### src/rtl/ss_scan_driver.sv
// Multiplexed N-digit common-anode 7-segment driver with a double-buffered frame and a ghosting guard.
// Optional macro SS_LZ_BLANK_EN enables leading-zero suppression on the displayed frame.

module ss_seg_dec (
  input  logic [3:0] code_i,
  input  logic       hex_i,
  output logic [6:0] seg_o
);
  // Active-low segments, bit 6 = a ... bit 0 = g.
  always_comb begin
    seg_o = 7'b1111110;
    case (code_i)
      4'd0:  seg_o = 7'b0000001;
      4'd1:  seg_o = 7'b1001111;
      4'd2:  seg_o = 7'b0010010;
      4'd3:  seg_o = 7'b0000110;
      4'd4:  seg_o = 7'b1001100;
      4'd5:  seg_o = 7'b0100100;
      4'd6:  seg_o = 7'b0100000;
      4'd7:  seg_o = 7'b0001111;
      4'd8:  seg_o = 7'b0000000;
      4'd9:  seg_o = 7'b0000100;
      4'd10: seg_o = hex_i ? 7'b0001000 : 7'b1111110;
      4'd11: seg_o = hex_i ? 7'b1100000 : 7'b1111110;
      4'd12: seg_o = hex_i ? 7'b0110001 : 7'b1111110;
      4'd13: seg_o = hex_i ? 7'b1000010 : 7'b1111110;
      4'd14: seg_o = hex_i ? 7'b0110000 : 7'b1111110;
      4'd15: seg_o = hex_i ? 7'b0111000 : 7'b1111110;
      default: seg_o = 7'b1111110;
    endcase
  end
endmodule

module ss_scan_driver #(
  parameter int NUM_DIGITS   = 4,
  parameter int REFRESH_DIV  = 100000,
  parameter int BLANK_CYCLES = 16
) (
  input  logic                    clk,
  input  logic                    rst,
  input  logic                    load,
  input  logic                    hex_mode,
  input  logic [4*NUM_DIGITS-1:0] digits_in,
  input  logic [NUM_DIGITS-1:0]   dp_in,
  input  logic [NUM_DIGITS-1:0]   blank_in,
  output logic [NUM_DIGITS-1:0]   an,
  output logic [6:0]              a_to_g,
  output logic                    dp,
  output logic                    frame_tick
);
  localparam int CW = $clog2(REFRESH_DIV);
  localparam int IW = (NUM_DIGITS > 1) ? $clog2(NUM_DIGITS) : 1;
  localparam logic [CW-1:0] CNT_MAX = CW'(REFRESH_DIV - 1);
  localparam logic [CW-1:0] CNT_BLK = CW'(BLANK_CYCLES);
  localparam logic [IW-1:0] IDX_MAX = IW'(NUM_DIGITS - 1);

  typedef struct packed {
    logic [NUM_DIGITS-1:0][3:0] code;
    logic [NUM_DIGITS-1:0]      dpm;
    logic [NUM_DIGITS-1:0]      blank;
  } frame_t;

  logic [CW-1:0]         cnt_q, cnt_d;
  logic [IW-1:0]         idx_q, idx_d;
  frame_t                hold_q, hold_d, disp_q, disp_d, in_f, cur;
  logic                  tick_q, tick_d;
  logic [NUM_DIGITS-1:0] an_q, an_d, lz;
  logic [6:0]            seg_q, seg_d, dec;
  logic                  dp_q, dp_d, dark, guard;

  always_comb begin
    cnt_d = (cnt_q == CNT_MAX) ? '0 : cnt_q + 1'b1;
    idx_d = idx_q;
    if (cnt_q == CNT_MAX) idx_d = (idx_q == IDX_MAX) ? '0 : idx_q + 1'b1;
    tick_d = (cnt_q == CNT_MAX) && (idx_q == IDX_MAX);
  end

  // The hold->display copy happens in the frame_tick cycle; a load in that
  // same cycle bypasses straight into the display register.
  always_comb begin
    in_f.code  = digits_in;
    in_f.dpm   = dp_in;
    in_f.blank = blank_in;
    hold_d     = load ? in_f : hold_q;
    disp_d     = tick_q ? hold_d : disp_q;
    // Use the incoming frame on the copy cycle so BLANK_CYCLES = 0 never shows stale data.
    cur        = tick_q ? disp_d : disp_q;
  end

`ifdef SS_LZ_BLANK_EN
  always_comb begin
    logic run;
    lz  = '0;
    run = 1'b1;
    for (int i = NUM_DIGITS - 1; i >= 1; i--) begin
      run   = run & (cur.code[i] == 4'd0);
      lz[i] = run;
    end
  end
`else
  assign lz = '0;
`endif

  ss_seg_dec u_dec (.code_i(cur.code[idx_q]), .hex_i(hex_mode), .seg_o(dec));

  always_comb begin
    guard = (cnt_q < CNT_BLK);
    dark  = cur.blank[idx_q] | lz[idx_q];
    an_d  = '1;
    seg_d = 7'b1111111;
    dp_d  = 1'b1;
    if (!guard && !dark) begin
      an_d[idx_q] = 1'b0;
      seg_d       = dec;
      dp_d        = ~cur.dpm[idx_q];
    end
  end

  always_ff @(posedge clk) begin
    if (rst) begin
      cnt_q  <= '0;
      idx_q  <= '0;
      hold_q <= '0;
      disp_q <= '0;
      tick_q <= 1'b0;
      an_q   <= '1;
      seg_q  <= 7'b1111111;
      dp_q   <= 1'b1;
    end else begin
      cnt_q  <= cnt_d;
      idx_q  <= idx_d;
      hold_q <= hold_d;
      disp_q <= disp_d;
      tick_q <= tick_d;
      an_q   <= an_d;
      seg_q  <= seg_d;
      dp_q   <= dp_d;
    end
  end

  assign an         = an_q;
  assign a_to_g     = seg_q;
  assign dp         = dp_q;
  assign frame_tick = tick_q;
endmodule

### config.mk
export PLATFORM = sky130hd
export DESIGN_NAME = ss_scan_driver
export DESIGN_NICKNAME = d
export VERILOG_FILES = /design/src/rtl/ss_scan_driver.sv
export SDC_FILE = /design/constraint.sdc
export NUM_CORES = 1
export LEC_CHECK = 0
export ABC_AREA = 1
export BUFFER_PORTS_ARGS = -buffer_cell sky130_fd_sc_hd__buf_2
export CAP_MARGIN = 20
export CORE_MARGIN = 2
export CORE_UTILIZATION = 65
export CTS_BUF_LIST = sky130_fd_sc_hd__clkbuf_2 sky130_fd_sc_hd__clkbuf_4 sky130_fd_sc_hd__clkbuf_8
export DETAILED_ROUTE_END_ITERATION = 10
export PLACE_DENSITY = 0.91
export SYNTH_ARGS = -nofsm -noshare
export SYNTH_HDL_FRONTEND = slang
export SYNTH_SLANG_ARGS = --single-unit
### constraint.sdc
create_clock -name clk -period 4.51 [get_ports clk]
set_input_delay 0.6765 -clock clk [delete_from_list [all_inputs] [get_ports clk]]
set_output_delay 0.6765 -clock clk [all_outputs]
set_load 0.01 [all_outputs]
# Word-level counts from Yosys, hierarchy flattened
# Cells that the tools add are included.
# word_totals
mem_count,0
in_bits,28
latch_bits,0
output_inout_bits,13
regBits,80
mem_bits_ro,0
mem_bits_rw,0
elab_cells,73
# op_classes
addsub,2
mux,21
n_shift,0
bitwise_logic,4
n_eq_ne,17
reduce_logical,8
order_cmp,3
n_mul,0
div_mod_pow,0
# op_table
operator,n
$pmux 7 s16,1
$mux 24,3
$eq 4x4->1 const B,8
$mux 7,4
$add 17x1->17 const B,1
$eq 17x17->1 const B,1
$lt 17x5->1 const B,1
$eq 4x3->1 const B,4
$bmux 4 s2,1
$eq 4x2->1 const B,2
$bmux 1 s2,3
$mux 6,1
$mux 5,1
$eq 4x1->1 const B,1
$logic_not 4->1,1
$mux 1,4
$mux 4,1
$not 4->4,1
$reduce_or 2->1,2
$logic_and 1x1->1,3
$lt 2x3->1 const B,1
$add 2x1->2 const B,1
$demux 1 s2,1
$eq 2x2->1 const B,1
other kinds (5),7

# Logic depth before layout (Yosys ltp)
# Gate-level depths: netlist of the first run.
# depth
word_depth,10
mapped_depth,15
mapped_depth_nobuf,13

# Modules after synthesis
# A second synthesis of the first run with hierarchy kept.
# unflattened
cells_unflattened,517
area_unflattened_um2,3863.7
# modules_own_cells
mod,area_each_um2,instances,cells_per_inst,seq_area_each_um2
ss_scan_driver,3632.2,1,464,1601.5
ss_seg_dec,231.5,1,53,0.0

# Least setup slack after synthesis of the first run
# No wires, ideal clock.
# synth_timing
kind,input port to flip-flop
start,input port load
end,register seg_q[6] (netlist: a_to_g[6])
n_path_buf,2
setup_time_ns,0.127
arrival_time_ns,1.768
cell_stages,11
required_ns,4.383
path_slack_ns,2.615
cell_sequence,buf_6 -> or2_2 -> o21ai_1 -> nand2_1 -> o21ai_2 -> a21oi_1 -> nand2_1 -> nand3_2 -> inv_2 -> buf_4 -> nand3_1
# synth_via
elab_chain_len,10
word_cells_on_any_way,29
classes_between,eq/ne: 15; mux: 8; bitwise: 2; reduce/logical: 4
# synth_rtl
element,line_no,rtl
start: declaration,41,"input logic load,"
$mux 24 (*),84,hold_d = load ? in_f : hold_q;
$mux 24 (*),85,disp_d = tick_q ? hold_d : disp_q;
$mux 24 (*),87,cur = tick_q ? disp_d : disp_q;
branches (longest 7 deep; another with $pmux 7 s16),n/a,
end signal: assignment,136,seg_q <= seg_d;
end: declaration,68,"logic [6:0] seg_q, seg_d, dec;"
# Mark *: on every way between the ends. The select of a mux whose other input is x is not followed.
# A chain may end at the register's enable or synchronous reset.

# Worst setup path in the final report of the first run
# layout_timing
start,register tick_q (netlist: frame_tick)
end,output port frame_tick
# layout_rtl
element,line_no,rtl
start: declaration,66,"logic tick_q, tick_d;"
start signal: assignment,134,tick_q <= tick_d;
end: declaration,49,output logic frame_tick
# No word-level cell between the ends.

==> results.md, run 1 <==
- Status: complete, no violations
- Initial antenna violation count: 0
- CP Data Required Time: roughly 3.8 ns
- Register area share after synthesis: a little over two fifths
- Count of cell types in the netlist: 34
- DIE AREA: roughly 6400 µm²
- Achievable frequency: roughly 410 MHz
- Worst-path clk slew: approximately 0.070 ns
- RSZ-0062 raised after global routing: false
- Leak pwr: 1.68 nW
- Final Critical Period: approximately 2.5 ns
- Starting DRT DRC Count: 169
- Max clock buf depth: 2
- H-Tree Level Count: 3
- Slew at the pin closest to its max-slew limit: 0.957 ns
- DIE WIDTH: ~80 µm
- DR pass1 iterations: 4
- Mean Syn Cell Area: 7.66 µm²
- Final core utilization: approximately 73%
- CTS sink count: 80
- Pwr dens: 307 nW/µm²
- Final ANT Viol Nets: 0
- Largest area contributor in the netlist: dfxtp_1
- Mapped Area: approximately 3700 µm²
- Pin count of the biggest net entering global routing: 54
- CTS tree: built
- Vias/cell: 5.35
- Min-delay worst type: flop to flop
- Port-buffer cells: 40
- Final period utilization: 54.5%
- Clock latency on the worst-skew pair: 0.35 ns
- Reg2reg start: frame_tick$_SDFF_PP0_
- Routed WL: 7780 µm
- Post-Synth Adder-Cell Area: 1.67%
- HPWL after detailed placement: 5310 µm
- # resized after CTS: 0
- Total grt overflow: 0
- Starting Density: 67.6%
- Vias post-DR: 3180
- Simple-gate share of the synthesized area: a little under two fifths
- Post-CTS setup buffer count: 0
- Synth Instances: about 490
- Synth area leaders: dfxtp_1 (43%), nand2_1 (12%), nor2_1 (6.1%)
- Core area: 5540 µm²
- Most frequent cells in the layout: nand2_1 (115), dfxtp_1 (80), nor2_1 (61)
- DRC viols: 0
- Post-layout nets: about 550
- Flop-to-flop setup slack: 2.14 ns
- Critical Path Start Type: flop
- Endpoints failing setup: 0
- Most common cell after layout, fill and taps aside: nand2_1
- Main combinational cell family by area after synthesis: simple AND/OR/NAND/NOR gates
- Share of layout cells above drive strength 1: 22.6%
- CTS buffer count: 9
- YS warnings: 0
- Total power: about 1.2 mW
- Post-Route Setup TNS: 0 ns
- Crit-path max cell delay: 0.80 ns
- Max-Cap Viols: 0
- Routability Congestion: between 0.9 and 1
- CP Capture Type: output port
- Worst hold start: cnt_q[0]$_SDFF_PP0_
- Count of final max-slew check failures: 0
- Mux contribution to synthesized area: 1.34%
- #FFs+latches synth: 80
- Row Count: 27
- Slew headroom: between 30 and 40%
- Worst-path cell chain: buf_4 -> buf_2
- IO Count: 41
- Hold Vio Cnt, Final: 0
- CP max stage cell: dfxtp_1
- Post-synth top area share: 42.8%
- Vias in the first global route: 3184
- Synth Area in Compound Gates: under 10%
- Crit path arrival time: 1.78 ns
- First-pass GRT wire length: 13300 µm
- ANT cells: 0
- Clock root cell: clkbuf_8
- Syn Nets: 522
- Layout area overhead: 8.45%
- Peak supply drop: between 0.0002 and 0.00025 V
- Post-CTS Hold Fix Bufs: 0
- CP Max Fanout: 28
- WL/cell: 13.1 µm
- DIE HEIGHT: 79.9 µm
- Critical path class: flop to output port
- Synth Area in XOR/XNOR: 1.40%
- Setup crit start: frame_tick$_SDFF_PP0_
- Tot GR Track Use: about a quarter
- Worst Skew: 0.00598 ns
-- synthesized netlist by cell type (all sizes together) --
master  number
mux2i        5
nand3       55
o21a         4
buf         15
o211ai       2
xor2         6
nor3        10
dfxtp       80
ha           5
or2         21
inv         30
nand2      139
o21ai       12
nand3b       1
nor4         1
nand4        1
nor2        65
a211oi       2
a21oi       29
clkbuf       6
-- state kept, by name, indices dropped and copies added (netlist names), named ones only --
signal      count
disp_q         20
dp              1
a_to_g          7
frame_tick      1
idx_q           2
an              4
cnt_q          17
hold_q         24
-- cell families (layout without fill, tap and decap cells) --
logic type | after synthesis | in the layout
flip-flops | 80 | 80
XOR/XNOR | 6 | 6
multiplexers | 5 | 5
buffers and inverters | 51 | 84
AO/OA/AOI/OAI | 49 | 49
adder cells (fa/ha/maj) | 5 | 5
AND/OR/NAND/NOR | 293 | 293
-- layer usage --
layer | up-vias | GRT usage, % | part of all wire [%] | wire length [µm]
met5 | - | 0 | 0 | 0
met4 | 0 | 12.0 | 2.3 | 182
met3 | 19 | 6.79 | 4.3 | 336
met2 | 77 | 48.3 | 51 | 3970
met1 | 1462 | 29.2 | 42 | 3290
li1 | 1622 | - | - | -
-- path summary, 6_finish.rpt --
kind,to,depth (start not counted)
max reg2reg,a_to_g[1]$_SDFF_PP1_,10
min,cnt_q[0]$_SDFF_PP0_,1
max,frame_tick,2
min reg2reg,cnt_q[0]$_SDFF_PP0_,1
-- cell type report --
cell class / count / area (µm²)
clock buffers: 12 / 159
clock inverters: 1 / 5.00
fillers: 436 / 1480
inverters: 30 / 120
multi-input cells: 358 / 1880
flip-flops and latches: 80 / 1600
well taps: 72 / 90.1
repair buffers: 41 / 208
-- worst max-delay path, delay by kind of cell (launching register included) --
family   cells  cell delay [ns]
buf+inv      2             0.63
flops        1             0.80
-- report_power, final --
group          internal, mW  total (mW)  switching [mW]
Sequential            0.720       0.726         0.00506
Combinational        0.0228      0.0620          0.0393
Clock                 0.226       0.460           0.234
Total                 0.969        1.25           0.278
-- through the flow --
| stage | cells | hold slack [ns] | worst slack, ns | area (µm²) |
|---|---|---|---|---|
| floorplan | 489 | 0.418 | 2.62 | 3740 |
| global placement | 581 | 0.428 | 2.05 | 3900 |
| detailed placement | 581 | 0.436 | 1.99 | 3900 |
| CTS | 594 | 0.451 | 2.04 | 4060 |
| global route | 594 | 0.487 | 1.93 | 4060 |
| finish | 594 | 0.450 | 2.05 | 4060 |
No activity file was read; power rests on OpenSTA's default activity.
==> inputs of run 2 (changes only) <==
--- a/config.mk
+++ b/config.mk
@@ -5,14 +5,14 @@
 export SDC_FILE = /design/constraint.sdc
 export NUM_CORES = 1
 export LEC_CHECK = 0
-export ABC_AREA = 1
+export ABC_AREA = 0
 export BUFFER_PORTS_ARGS = -buffer_cell sky130_fd_sc_hd__buf_2
 export CAP_MARGIN = 20
 export CORE_MARGIN = 2
-export CORE_UTILIZATION = 65
+export CORE_UTILIZATION = 54
 export CTS_BUF_LIST = sky130_fd_sc_hd__clkbuf_2 sky130_fd_sc_hd__clkbuf_4 sky130_fd_sc_hd__clkbuf_8
 export DETAILED_ROUTE_END_ITERATION = 10
-export PLACE_DENSITY = 0.91
+export PLACE_DENSITY = 0.82
 export SYNTH_ARGS = -nofsm -noshare
 export SYNTH_HDL_FRONTEND = slang
 export SYNTH_SLANG_ARGS = --single-unit
==> constraint.sdc (replaced) <==
create_clock -name clk -period 2 [get_ports clk]
set_input_delay 0.3 -clock clk [delete_from_list [all_inputs] [get_ports clk]]
set_output_delay 0.3 -clock clk [all_outputs]
set_load 0.01 [all_outputs]
==> run 2 against run 1 <==
The run now ends with negative setup slack left. Sequential power up 130%. Non-clock buffer count up 34. Synthesized cell count down 27%. Combinational power rose to 2.6 times the previous value. Critical path type is now flop to flop. Final cell count down 16%.
==> results.md, run 2 <==
- Status: finished, violations left
- Violated checks: negative setup slack
- Worst-path clk slew: 0.08 ns (about the same)
- Crit-path max cell delay: 0.52 ns (-0.28 ns)
- Largest area contributor in the netlist: dfxtp_1
- Worst-path cell chain: buf_12 -> buf_12 -> a21o_1 -> mux4_2 -> buf_4 -> maj3_2 -> o211ai_1
- Pin count of the biggest net entering global routing: 50 (-7.4%)
- Mapped Area: 3350 µm² (-11%)
- Final ANT Viol Nets: 0 (unchanged)
- HPWL after detailed placement: 4320 µm (-19%)
- Share of layout cells above drive strength 1: 25.9% (+3.3 points)
- Synth Instances: 356 (-27%)
- CP Max Fanout: 18 (-36%)
- Clock latency on the worst-skew pair: 0.35 ns (about the same)
- Vias post-DR: 2663 (-16%)
- Register area share after synthesis: 47.8% (+5.0 points)
- Critical Path Start Type: flop
- DIE HEIGHT: 82.8 µm (+3.6%)
- Met2 GRT Util: 34.6% (-14 points)
- Post-layout nets: 452 (-18%)
- CTS tree: built
- Syn Nets: 389 (-25%)
- Count of cell types in the netlist: 45 (+32%)
- Most frequent cells in the layout: nor2_1 (89), dfxtp_1 (79), buf_2 (40)
- Asr flop ratio synth: 0% (unchanged)
- Max-Cap Viols: 0 (unchanged)
- Setup crit start: frame_tick$_SDFF_PP0_
- Top-count cell post-synth: nor2_1
- CTS buffer count: 9 (unchanged)
- Final Critical Period: 2.07 ns
- Crit path arrival time: 2.35 ns (+0.57 ns)
- Vias in the first global route: 2417 (-24%)
- CP Data Required Time: 2.27 ns (-1.56 ns)
- Core area: 5960 µm² (+7.5%)
- Layout area overhead: 25.0%
- Reg2reg start: frame_tick$_SDFF_PP0_
- Min-delay worst type: input port to flop
- Most common cell on crit path: buf_12
- Routed WL: 6990 µm (-10%)
- Final core utilization: 70.3% (-3.0 points)
- Routability Congestion: 0.852 (-6.9%)
- Met3 usage: 6.09% (-0.70 points)
- Critical path class: flop to flop
- DIE WIDTH: 82.8 µm (+3.6%)
- Post-route setup slack: -0.0738 ns (-2.13 ns)
- Count of final max-slew check failures: 0 (unchanged)
- Mean Syn Cell Area: 9.41 µm² (+23%)
- Most common cell after layout, fill and taps aside: nor2_1
- RSZ-0062 raised after global routing: true
- Hold Vio Cnt, Final: 0 (unchanged)
- Post-synth top area share: 47.8% (+5.0 points)
- CTS sink count: 80 (unchanged)
- Max reg flops: 24 (unchanged)
- Filler cell count: 442 (+1.4%)
- H-Tree Level Count: 3 (unchanged)
- Gr busiest metal: met2
- Slew headroom: 67.2% (+31 points)
- Number of flops mapped to enable cells by yosys: 0 (unchanged)
- Slew at the pin closest to its max-slew limit: 0.491 ns (-0.466 ns)
- Port-buffer cells: 40 (unchanged)
- IO Count: 41 (unchanged)
- Reg with most FFs: hold_q
- Final period utilization: 104%
- Vias/cell: 5.34 (-0.31%)
- YS warnings: 0 (unchanged)
- Achievable frequency: 482 MHz
- DIE AREA: 6850 µm² (+7.3%)
- First-pass GRT wire length: 10900 µm (-18%)
- WL/cell: 14.0 µm (+7.0%)
- Worst Skew: 0.0110 ns (+0.00503 ns)
- Endpoints failing setup: 6 (+6)
- Placed Cells: 473 (-19%)
- Largest registers: hold_q: 24 flops, disp_q: 20 flops, cnt_q: 17 flops
- Peak supply drop: 0.000703 V (+210%)
- GR Util met1: 26.9% (-2.3 points)
- Cell Count, Final, Fillers Out: 499 (-16%)
- Clock root cell: clkbuf_8
- #FFs+latches synth: 80 (unchanged)
- Max clock buf depth: 2 (unchanged)
- Leak pwr: 1.78 nW (+6.0%)
- Tot GR Track Use: 21.3% (-5.4 points)
- CP Capture Type: flop
- Row Count: 28 (+3.7%)
- Worst hold start: rst
- Total grt overflow: 0 (unchanged)
- Starting DRT DRC Count: 146 (-14%)
- Pwr dens: 807 nW/µm² (+160%)
- Synth area leaders: dfxtp_1 (48%), nor2_1 (10%), mux2i_1 (8.1%)
- CP max stage cell: mux4_2
- Dominant synthesized flop cell: dfxtp_1
- Starting Density: 56.2% (-11 points)
- Post-synth top cells: nor2_1 (89), dfxtp_1 (80), mux2i_1 (27), a21o_1 (20), nand2_1 (16)
- Initial antenna violation count: 0 (unchanged)
- DRC viols: 0 (unchanged)
- ANT cells: 0 (unchanged)
- Worst path bufs/invs: 3 (+1)
- CP top delay family: multiplexers
- DR pass1 iterations: 4 (unchanged)
run 2: cell types whose count changed after synthesis, moves of 8 or more:
cell	previous run	this run
a21o_1	0	20
inv_1	25	7
nand2_2	22	0
a21oi_1	29	4
mux2i_1	5	27
nand3_2	18	0
nor2_1	61	89
nand3_1	37	11
nand2_1	115	16
clkbuf_1	6	14
or2_1	14	0
run 2: cell type report:
type	count	area [µm²]	share of cell area, %
timing repair buffer	75	563	13.4
inverter	7	26.3	0.628
clock buffer	11	145	3.47
clock inverter	5	128	3.05
sequential	80	1610	38.3
tap	75	93.8	2.24
multi-input combinational	246	1630	38.8
run 2: what timing repair did:
action | in CTS | in global routing
resized for setup | 10 | 4
buffers inserted | 6 | 3
gates cloned | 0 | 1
pin swaps | 3 | 0
endpoints found under the setup margin | 12 | 7
hold buffers | 0 | 0
run 2: through the flow:
step	hold WS, ns	total power, mW	instance area, µm²	setup TNS, ns	worst slack [ns]
floorplan	0.430	1.77	3400	-0.114	-0.0973
global placement	0.445	1.83	3740	-1.17	-0.165
detailed placement	0.454	1.83	3740	-1.80	-0.290
CTS	0.169	3.39	4130	-0.186	-0.0639
global route	0.189	3.49	4190	-0.642	-0.139
finish	0.198	3.38	4190	-0.216	-0.0738
run 2: worst reg2reg max path: stages, from the launching register on:
cell and delay, ns:
dfxtp_4 0.37, buf_12 0.15, buf_12 0.14, a21o_1 0.17, mux4_2 0.52, buf_4 0.18
maj3_2 0.30, o211ai_1 0.16
run 2: worst paths after layout:
kind                                 to  slack (ns)  cells past startpoint
setup / recovery   a_to_g[1]$_SDFF_PP1_       -0.07                      7
hold / removal    idx_q[0]$_SDFFE_PP0P_        0.20                      2
setup reg to reg   a_to_g[1]$_SDFF_PP1_       -0.07                      7
hold reg to reg     cnt_q[0]$_SDFF_PP0_        0.47                      1
run 2: kinds of logic (layout without fill, tap and decap cells):
| family | count (synthesis) | in the layout | synth area share (%) |
|---|---|---|---|
| flip-flops | 80 | 80 | 47.8 |
| buffers and inverters | 30 | 98 | 4.52 |
| adder cells (fa/ha/maj) | 6 | 6 | 2.20 |
| multiplexers | 36 | 36 | 13.2 |
| AO/OA/AOI/OAI | 48 | 48 | 10.1 |
| AND/OR/NAND/NOR | 140 | 140 | 18.0 |
| XOR/XNOR | 16 | 16 | 4.18 |
run 2: report_power, final:
group / total [mW] / internal [mW] / switching, mW / leakage, nW
clock: 1.58 / 1.00 / 0.580 / 0.133
sequential: 1.64 / 1.62 / 0.0121 / 0.651
combinational: 0.160 / 0.0757 / 0.0838 / 0.996
total: 3.38 / 2.70 / 0.676 / 1.78
run 2: layer usage:
layer / share of wire [%] / wire (µm)
met1: 45 / 3120
met2: 49 / 3440
met4: 1.4 / 97
met5: 0 / 0
met3: 4.7 / 330
